--- src/rtl/alu_op_fifo_if.sv ---
// Handshake and operand bus between an operation producer, the alu_op_fifo and the ALU stage.
// The slave modport is the FIFO's view; the master modport is the producer/consumer side.
interface alu_op_fifo_if;
    logic        in_valid;
    logic        in_ready;
    logic [3:0]  in_control;
    logic [31:0] in_a;
    logic [31:0] in_b;
    logic        out_valid;
    logic        out_ready;
    logic [3:0]  out_control;
    logic [31:0] out_a;
    logic [31:0] out_b;

    modport slave (
        input  in_valid, in_control, in_a, in_b, out_ready,
        output in_ready, out_valid, out_control, out_a, out_b
    );

    modport master (
        output in_valid, in_control, in_a, in_b, out_ready,
        input  in_ready, out_valid, out_control, out_a, out_b
    );
endinterface

--- src/rtl/alu_op_fifo.sv ---
// DEPTH-entry FIFO of ALU operations with illegal-opcode rejection.
// Optional macro ALU_OP_FIFO_SHAMT_MASK_EN masks operand b to 5 bits on shift opcodes.
module alu_op_fifo #(
    parameter int DEPTH = 4
) (
    input  logic                   clk,
    input  logic                   rst,
    alu_op_fifo_if.slave           bus,
    output logic [$clog2(DEPTH):0] count,
    output logic                   err_illegal
);

    localparam int AW = $clog2(DEPTH);

    typedef struct packed {
        logic [3:0]  control;
        logic [31:0] a;
        logic [31:0] b;
    } entry_t;

    entry_t        r_mem [DEPTH];
    logic [AW-1:0] r_wrPtr;
    logic [AW-1:0] r_rdPtr;
    logic [AW:0]   r_count;
    logic          r_errIllegal;

    logic          w_full;
    logic          w_empty;
    logic          w_offer;
    logic          w_push;
    logic          w_pop;
    logic          w_illegal;
    logic [31:0]   w_storeB;
    entry_t        w_head;

    // Acceptance depends only on registered occupancy, so a pop never frees a slot for the same cycle.
    assign w_full    = (r_count == (AW + 1)'(DEPTH));
    assign w_empty   = (r_count == '0);
    assign w_offer   = bus.in_valid && !w_full;
    assign w_push    = w_offer && !bus.in_control[3];
    assign w_illegal = w_offer && bus.in_control[3];
    assign w_pop     = !w_empty && bus.out_ready;

    always_comb begin
        w_storeB = bus.in_b;
`ifdef ALU_OP_FIFO_SHAMT_MASK_EN
        if (bus.in_control == 4'd4 || bus.in_control == 4'd5 || bus.in_control == 4'd7) begin
            w_storeB = {27'b0, bus.in_b[4:0]};
        end
`endif
    end

    always_ff @(posedge clk) begin
        if (w_push) begin
            r_mem[r_wrPtr] <= '{control: bus.in_control, a: bus.in_a, b: w_storeB};
        end
    end

    always_ff @(posedge clk) begin
        if (rst) begin
            r_wrPtr      <= '0;
            r_rdPtr      <= '0;
            r_count      <= '0;
            r_errIllegal <= 1'b0;
        end else begin
            r_errIllegal <= w_illegal;
            if (w_push) begin
                r_wrPtr <= r_wrPtr + AW'(1);
            end
            if (w_pop) begin
                r_rdPtr <= r_rdPtr + AW'(1);
            end
            if (w_push && !w_pop) begin
                r_count <= r_count + (AW + 1)'(1);
            end else if (w_pop && !w_push) begin
                r_count <= r_count - (AW + 1)'(1);
            end
        end
    end

    // Head outputs read as zero whenever the FIFO holds nothing.
    assign w_head          = w_empty ? '0 : r_mem[r_rdPtr];
    assign bus.in_ready    = !w_full;
    assign bus.out_valid   = !w_empty;
    assign bus.out_control = w_head.control;
    assign bus.out_a       = w_head.a;
    assign bus.out_b       = w_head.b;
    assign count           = r_count;
    assign err_illegal     = r_errIllegal;

endmodule

--- src/flat_wrapper.sv ---
// flat-port wrapper written by rule: the top's interface ports become plain ports
module alu_op_fifo_flat 
#(
    parameter int DEPTH = 4
)
  (clk, rst, count, err_illegal, bus_in_valid, bus_in_control, bus_in_a, bus_in_b, bus_out_ready, bus_in_ready, bus_out_valid, bus_out_control, bus_out_a, bus_out_b);
  alu_op_fifo_if bus_i ();
  input  logic clk;
  input  logic rst;
  output logic [$clog2(DEPTH):0] count;
  output logic err_illegal;
  input wire logic [$bits(bus_i.in_valid)-1:0] bus_in_valid;
  input wire logic [$bits(bus_i.in_control)-1:0] bus_in_control;
  input wire logic [$bits(bus_i.in_a)-1:0] bus_in_a;
  input wire logic [$bits(bus_i.in_b)-1:0] bus_in_b;
  input wire logic [$bits(bus_i.out_ready)-1:0] bus_out_ready;
  output wire logic [$bits(bus_i.in_ready)-1:0] bus_in_ready;
  output wire logic [$bits(bus_i.out_valid)-1:0] bus_out_valid;
  output wire logic [$bits(bus_i.out_control)-1:0] bus_out_control;
  output wire logic [$bits(bus_i.out_a)-1:0] bus_out_a;
  output wire logic [$bits(bus_i.out_b)-1:0] bus_out_b;
  assign bus_i.in_valid = bus_in_valid;
  assign bus_i.in_control = bus_in_control;
  assign bus_i.in_a = bus_in_a;
  assign bus_i.in_b = bus_in_b;
  assign bus_i.out_ready = bus_out_ready;
  assign bus_in_ready = bus_i.in_ready;
  assign bus_out_valid = bus_i.out_valid;
  assign bus_out_control = bus_i.out_control;
  assign bus_out_a = bus_i.out_a;
  assign bus_out_b = bus_i.out_b;
  alu_op_fifo #(.DEPTH(DEPTH)) u_core (.clk(clk), .rst(rst), .bus(bus_i), .count(count), .err_illegal(err_illegal));
endmodule
--- config.mk ---
export PLATFORM = sky130hd
export DESIGN_NAME = alu_op_fifo_flat
export DESIGN_NICKNAME = d
export VERILOG_FILES = /design/src/rtl/alu_op_fifo_if.sv /design/src/rtl/alu_op_fifo.sv /design/src/flat_wrapper.sv
export SDC_FILE = /design/constraint.sdc
export NUM_CORES = 1
export LEC_CHECK = 0
export CAP_MARGIN = 10
export CORE_MARGIN = 2
export CORE_UTILIZATION = 30
export CTS_CLUSTER_SIZE = 10
export DETAILED_ROUTE_END_ITERATION = 6
export HOLD_SLACK_MARGIN = 0.08
export PLACE_DENSITY_LB_ADDON = 0.2
export SETUP_SLACK_MARGIN = 0.3
export SLEW_MARGIN = 0
export SYNTH_ARGS = -nofsm -noshare
export SYNTH_HDL_FRONTEND = slang
export SYNTH_SLANG_ARGS = --single-unit
--- constraint.sdc ---
create_clock -name clk -period 7.97 [get_ports clk]
set_input_delay 1.9925 -clock clk [delete_from_list [all_inputs] [get_ports clk]]
set_output_delay 1.9925 -clock clk [all_outputs]
set_load 0.005 [all_outputs]
==> impl_results.md <==
- Run status: completed
- CP max FO: 45
- CP Launch Type: flop
- 1st-pass router iterations: 4
- RR Startpoint: u_core.count[0]
- Area growth syn-to-layout: 26.94%
- Xor/xnor share of the synthesized area: 0.3250%
- DR vias: 5123
- CP cell instances: buf_4, mux4_2, and2_1, clkdlybuf4s50_1
- Worst-path clk slew: 0.05 ns
- Design area: 13680 sq um
- Initial DRC Count: 243
- Worst EP required: 5.98 ns
- Max-Cap Viols: 0
- Worst vdd ir: 0.1582 mV
- Setup CP Type: reg2out
- Post-Synthesis Cells: 483
- Remaining routing DRC violations: 0
- Final hold violation count: 0
- Compound-Gate Fraction of Synth Area: 0.2438%
- Synthesized area per cell: 22.32 sq um
- Post-synthesis simple-gate area fraction: 4.922%
- Min-delay src: u_core.r_wrPtr[1]
- Unrepaired setup endpoints after global routing: no
- Post CTS Setup Buffer Count: 0
- Clock latency on the worst-skew pair: 0.49 ns
- Die Area: 37460 sq um
- Initial core utilization: 30.38%
- Slew Viols, Final: 0
- TritonCTS clock tree: yes
- Yosys cell types: 25
- Vias/cell: 4.574
- Synthesized area: 10780 sq um
- Die height: 193.6 microns
- Total gr overflow: 0
- Dpl cell area: 12680 sq um
- Hold Crit Class: reg2reg
- Crit path DAT: 3.30 ns
- Post-route minimum period: 5.294 ns
- Post-synthesis mux area share: 14.50%
- Buffers and inverters on the worst path: 2
- Fmax: 188.9 MHz
- Routed WL: 22.33 mm
- Slowest Stage Delay on Critical Path: 0.99 ns
- TNS Setup: 0 ns
- Htree depth: 2
- Hold Buf Count CTS: 0
- WHS: 0.5364 ns
- Root Buffer Master: clkbuf_16
- Io pins: 146
- Flops & latches, synth: 282
- Share of cells above drive strength 1: 18.09%
- Antenna violations before repair: 1
- Vias in the first global route: 5837
- Yosys warns: 0
- Worst Max-Slew Pin Slew: 1.154 ns
- Syn nets: 561
- Slowest library cell on the worst path: dfxtp_4
- Wire per inst: 19.93 microns
- Worst Setup End Kind: output port
- Die Wd: 193.6 microns
- GR Util All Layers: 11.99%
- Final worst-path cycle share: 66.43%
- Clock tree sinks: 282
- Setup Skew: 0.009302 ns
- Tot Pwr: 4241 uW
- Adder-Cell Fraction of Synth Area: 0.7661%
- Cell family with most CP delay: buffers and inverters
- RePlAce Congestion: 0.6511
- DP HPWL: 11.98 mm
- Post_cts resized: 0
- TritonCTS buffer count: 35
- PD cells: 309.9 nW/um^2
- Largest family of logic cells by synthesized area: multiplexers
- Largest buffer count on any clock path: 3
- Pleak: 0.004275 uW
- Core area: 35480 sq um
- Final #Nets: 720
- Final Setup Violations: 0
- Register area share after synthesis: 77.63%
- Post-detailed-route count of antenna-violating nets: 0
- Row count: 69
- First-pass GRT wire length: 34.27 mm
- Slew HR: 23.04%
- Largest net degree at the start of global routing: 69
- Port-buffer cells: 145
[cell type report]
cell class	instances	area (sq um)
Clock inverter	4	17.52
Tap cell	461	576.8
Antenna cell	1	2.502
Inverter	4	15.01
Sequential cell	282	8376
Multi-Input combinational cell	172	2248
Clock buffer	49	980.9
Fill cell	3226	21800
Timing Repair Buffer	147	1466
[Yosys cell counts]
cell,count,area [sq um]
fa_1,1,20.02
nor2_1,7,26.28
buf_2,7,35.03
o31ai_1,1,7.510
edfxtp_1,272,8168
mux4_2,68,1531
buf_12,3,60.06
nand2_1,1,3.750
o311ai_0,1,8.760
mux2i_1,2,20.02
and2_1,72,450.4
clkbuf_1,14,52.55
inv_1,4,15.01
ha_1,5,62.56
nor3b_2,1,12.51
o21ai_0,1,5.000
or3_1,2,12.51
dfxtp_1,10,200.2
nor3b_1,1,7.510
a21oi_1,1,5.000
mux2_2,1,11.26
buf_6,1,11.26
nand2b_1,2,12.51
nor3_1,1,5.000
xor2_1,4,35.03
[registers in the layout (all words and copies together) (netlist names), named ones only]
signal	cells
u_core.r_wrPtr	2
u_core.count	3
u_core.err_illegal	1
u_core.r_mem	272
u_core.r_rdPtr	2
[cells in the final DEF, fill, tap and decap left out, types with 2 or more instances in the layout]
master           synthesis  routed
edfxtp_1               272     272
clkdlybuf4s50_1          0     145
mux4_2                  68      68
and2_1                  72      68
clkbuf_16                0      37
clkbuf_1                14      11
dfxtp_1                 10       8
nor2_1                   7       7
ha_1                     5       5
inv_1                    4       4
and2_4                   0       4
xor2_1                   4       4
mux2i_1                  2       2
nand2b_1                 2       2
dfxtp_4                  0       2
clkinv_2                 0       2
clkinv_1                 0       2
buf_4                    0       2
[path summary, 6_finish.rpt]
kind | end | slack [ns] | depth (start not counted)
max reg2reg | u_core.count[2] | 5.33 | 8
min reg2reg | u_core.r_wrPtr[1] | 0.54 | 2
max | bus_out_b[23] | 2.68 | 4
min | u_core.r_wrPtr[1] | 0.54 | 2
[power by group]
group | total, uW | internal (uW) | leakage (uW) | switching [uW]
sequential | 1830 | 1710 | 0.00255 | 121
combinational | 1020 | 660 | 0.00124 | 362
clock | 1390 | 845 | 0.000487 | 543
total | 4240 | 3210 | 0.00428 | 1030
[tightest hold or removal path, stage by stage, from the launching register on]
cell and delay, ns:
dfxtp_1 0.34, nand2b_1 0.08, mux2i_1 0.06
[metrics by stage]
stage          utilization (%)  instances  setup WS [ns]
6_report                 38.56       1120          2.676
5_1_grt                  38.56       1119          2.317
4_1_cts                  38.56       1119          2.473
3_5_place_dp             35.74       1066          3.012
3_3_place_gp             35.74       1066          2.990
2_1_floorplan                -        483          3.553
[kinds of logic (layout without fill, tap and decap cells)]
logic type / count (synthesis) / count (layout)
flip-flops: 282 / 282
AND/OR/NAND/NOR: 87 / 87
multiplexers: 71 / 71
buffers and inverters: 29 / 204
adder cells (fa/ha/maj): 6 / 6
AO/OA/AOI/OAI: 4 / 4
XOR/XNOR: 4 / 4
other: 0 / 1
[routing by layer]
metal | part of all wire (%) | wire length [microns] | GRT usage, %
met5 | 0 | 0 | 0
met4 | 2.2 | 492 | 3.534
met3 | 6.3 | 1396 | 3.260
met2 | 52 | 11570 | 21.53
met1 | 40 | 8870 | 13.98
Power figures use the tool's default switching activity.
